--- config.mk ---
export PLATFORM = sky130hd
export DESIGN_NAME = pwm_bus_arbiter
export DESIGN_NICKNAME = d
export VERILOG_FILES = /design/src/rtl/pwm_bus_arbiter.sv
export SDC_FILE = /design/constraint.sdc
export NUM_CORES = 1
export LEC_CHECK = 0
export CORE_MARGIN = 2
export CORE_UTILIZATION = 43
export DETAILED_ROUTE_END_ITERATION = 12
export PLACE_DENSITY = 0.94
export SLEW_MARGIN = 40
export SYNTH_ARGS = -nofsm -noshare
export SYNTH_HDL_FRONTEND = slang
export SYNTH_SLANG_ARGS = --single-unit
--- constraint.sdc ---
create_clock -name clk_i -period 3.3 [get_ports clk_i]
set_input_delay 0.66 -clock clk_i [delete_from_list [all_inputs] [get_ports clk_i]]
set_output_delay 0.66 -clock clk_i [all_outputs]
set_load 0.1 [all_outputs]
--- src/rtl/pwm_bus_arbiter.sv ---
// Two-master round-robin arbiter in front of the PWM register block.
// Each grant runs a fixed IDLE -> BUS -> ACK sequence (ack two cycles after the request is sampled).
module pwm_bus_arbiter #(
   parameter int DW = 16,
   parameter int AW = 3
) (
   input  logic          clk_i,
   input  logic          rst_i,
   input  logic          m0_req_i,
   input  logic          m0_wr_i,
   input  logic [AW-1:0] m0_addr_i,
   input  logic [DW-1:0] m0_wdata_i,
   output logic          m0_ack_o,
   output logic [DW-1:0] m0_rdata_o,
   input  logic          m1_req_i,
   input  logic          m1_wr_i,
   input  logic [AW-1:0] m1_addr_i,
   input  logic [DW-1:0] m1_wdata_i,
   output logic          m1_ack_o,
   output logic [DW-1:0] m1_rdata_o,
   output logic          acc_en_o,
   output logic          wr_en_o,
   output logic [AW-1:0] addr_o,
   output logic [DW-1:0] wdata_o,
   input  logic [DW-1:0] rdata_i,
   output logic          busy_o
);

   typedef enum logic [1:0] {IDLE, BUS, ACK} state_t;

   state_t        state;
   state_t        state_nxt;
   logic          ptr;
   logic          win;
   logic          wr_q;
   logic          gnt1;
   logic [DW-1:0] rdata0;
   logic [DW-1:0] rdata1;

   // m1 wins when it is the only requester or the pointer favours it
   assign gnt1 = m1_req_i & (~m0_req_i | ptr);

   always_ff @(posedge clk_i) begin
      if (rst_i) state <= IDLE;
      else       state <= state_nxt;
   end

   always_comb begin
      state_nxt = state;
      case (state)
         IDLE:    if (m0_req_i | m1_req_i) state_nxt = BUS;
         BUS:     state_nxt = ACK;
         ACK:     state_nxt = IDLE;
         default: state_nxt = IDLE;
      endcase
   end

   always_ff @(posedge clk_i) begin
      if (rst_i) begin
         ptr     <= 1'b0;
         win     <= 1'b0;
         wr_q    <= 1'b0;
         addr_o  <= '0;
         wdata_o <= '0;
         rdata0  <= '0;
         rdata1  <= '0;
      end else begin
         case (state)
            IDLE: begin
               if (m0_req_i | m1_req_i) begin
                  win     <= gnt1;
                  wr_q    <= gnt1 ? m1_wr_i    : m0_wr_i;
                  addr_o  <= gnt1 ? m1_addr_i  : m0_addr_i;
                  wdata_o <= gnt1 ? m1_wdata_i : m0_wdata_i;
               end
            end
            BUS: begin
               if (!wr_q) begin
                  if (win) rdata1 <= rdata_i;
                  else     rdata0 <= rdata_i;
               end
            end
            ACK:     ptr <= ~win;
            default: ;
         endcase
      end
   end

   assign acc_en_o   = (state == BUS);
   assign wr_en_o    = acc_en_o & wr_q;
   assign m0_ack_o   = (state == ACK) & ~win;
   assign m1_ack_o   = (state == ACK) & win;
   assign busy_o     = (state != IDLE);
   assign m0_rdata_o = rdata0;
   assign m1_rdata_o = rdata1;

endmodule

==> metrics.txt <==
Starting Density 44.7%; Worst setup EP type flop; initial antenna violation count 0; Vias/cell 5.30; Vias 2415; fin crit share a little over two thirds; Hold Slack 0.456 ns; most common flop cell mapped by yosys dfxtp_1; first-pass GRT wire length 10700 microns; fin crit period approximately 2.3 ns; Crit path arrival time 2.51 ns; CP Launch Type input port; MaxCap Viol Count 0; synth warn 0; M2 GR Usage roughly 40%; RSZ-0062 raised after global routing no; WP data required approximately 3.5 ns; Async SR Flop Fraction 0%; post-route ant nets 0; status finished clean; FP Rows 26; I/O pin count 116; TritonRoute pass-1 iters 4; post-synthesis sequential area ratio 49.1%; Setup Viol. Count Final 0; Total Wirelength 6360 microns; clock sinks between 50 and 60; worst flop-to-flop path startpoint state[1]$_SDFFE_PP0P_; Pwr Density 544 nW/um^2; core area between 5000 and 6000 sq um; initial detailed-routing violation count 90; CTS Buf Count 5; relative slew slack between 40% and 50%; CTS tree built; Final Power 1.87 mW; maximum fanout along the worst path 20; Mapped Cells 284; clk buf depth 2; htree depth 2; PostCTS Resize Cnt 0; Hold Path Origin m1_rdata_o[4]$_SDFFE_PP0P_; clock skew about 0.0067 ns; vias in the first global route 2335; count of cell types in the netlist 23; Die H 76.9 microns; Setup crit start m1_req_i; Worst-Skew Late Latency 0.29 ns; largest net degree at the start of global routing 57; WL/cell 13.9 microns; hold crit path type reg -> reg; Slew @ Worst Pin around 0.75 ns; dominant cell type by area after synthesis dfxtp_1; area of the die 5910 sq um; Yosys top cell area share 49.1%; #FFs+latches synth 56; RD Place Congestion around 0.69; Post-CTS Setup Inserts 0; GRT overflow 0; Mean Syn Cell Area 8.04 sq um; FMAX 436 MHz; Placed Cells 447; critical path type in -> reg; Final #Nets 445; CTS clk-pin slew, worst paths 0.10 ns; worst vdd ir 0.244 mV; gr busiest metal met2; DRC errors left 0; Syn Nets 344; ant diodes 0; share of cells above drive strength 1 19.2%; GRT met3 Usage approximately 4.7%; Fin. Hold Viols 0; EDFF count, synth 0; max-slew violation count 0; Layout Area Growth over Synthesis 50.9%; DP HPWL 4640 microns; GR Layer Usage met1 25.3%; Post-Layout Cell Count ~460; clk root buf clkbuf_8; Tot GR Track Use between 20% and 30%; synthesized area 2280 sq um; Die Width 76.9 microns; Static Leak about 1.3 nW; top post-synthesis cells by area dfxtp_1 49%, a21oi_1 12%, nand2_1 11%; hold_buf cts 0; Port-buffer cells between 100 and 150
-- final cells by class --
class	instances	area [sq um]
tap	70	87.6
inverter	3	11.3
clock buffer	7	96.3
sequential	56	1120
timing repair buffer	121	1070
multi-input combinational	198	1030
clock inverter	1	30.0
fill	428	1660
-- synth_stat cells, types with 2 or more instances --
library cell,n
a21oi_1,54
clkbuf_1,16
nand2_1,64
inv_1,3
nor2_1,5
clkbuf_2,2
a311oi_1,20
o21ai_0,21
dfxtp_1,56
nor2b_1,3
buf_2,7
nand3_1,21
nand2b_1,2
-- critical path, cell delays in order --
cell and delay (ns):
clkdlybuf4s50_1 0.66, buf_4 0.30, inv_1 0.38, o21ai_0 0.21
a311oi_1 0.28
-- flip-flops by register name (all words and copies together), names as in the netlist --
name,flops
win,1
wdata_o,16
ptr,1
m1_rdata_o,16
state,2
wr_q,1
m0_rdata_o,16
addr_o,3
-- cells by family after synthesis --
family | count (synthesis) | share of synthesized area (%)
AND/OR/NAND/NOR | 103 | 20.8
AO/OA/AOI/OAI | 95 | 24.1
flip-flops | 56 | 49.1
buffers and inverters | 30 | 5.92
-- worst paths after layout --
| check | endpoint | slack [ns] | cells after the start |
|---|---|---|---|
| worst max register to register | wdata_o[2]$_SDFFE_PP0P_ | 1.45 | 6 |
| worst min-delay path | m1_rdata_o[4]$_SDFFE_PP0P_ | 0.46 | 2 |
| worst max-delay path | addr_o[0]$_SDFFE_PP0P_ | 1.01 | 5 |
| worst min register to register | m1_rdata_o[4]$_SDFFE_PP0P_ | 0.46 | 2 |
-- metrics by stage --
| step | setup WS, ns | util (%) | area [sq um] | setup TNS (ns) |
|---|---|---|---|---|
| 2_1_floorplan | -0.0898 | - | 2280 | -0.168 |
| 3_3_place_gp | 0.820 | 64.8 | 3310 | 0 |
| 3_5_place_dp | 0.696 | 64.8 | 3310 | 0 |
| 4_1_cts | 1.02 | 67.3 | 3440 | 0 |
| 5_1_grt | 0.746 | 67.4 | 3440 | 0 |
| 6_report | 1.01 | 67.4 | 3440 | 0 |
-- power breakdown --
| group | switching, mW | internal [mW] | total, mW |
|---|---|---|---|
| logic | 0.466 | 0.179 | 0.645 |
| clock network | 0.207 | 0.268 | 0.474 |
| registers | 0.0327 | 0.723 | 0.755 |
| total | 0.705 | 1.17 | 1.87 |
-- layout by cell type (no fill, tap or decap), types with 2 or more instances in the layout --
master            n
a21oi_1          54
a311oi_1         20
buf_4            62
clkbuf_8          7
clkdlybuf4s50_1  58
dfxtp_1          56
inv_1             3
nand2_1          64
nand2b_1          2
nand3_1          21
nor2_1            5
nor2b_1           3
o21ai_0          21
-- per-layer routing --
metal / wire length [microns] / part of all wire (%)
met3: 414 / 6.5
met2: 3330 / 52
met5: 0 / 0
met4: 29 / 0.46
met1: 2580 / 41
No activity file was read; power rests on OpenSTA's default activity.
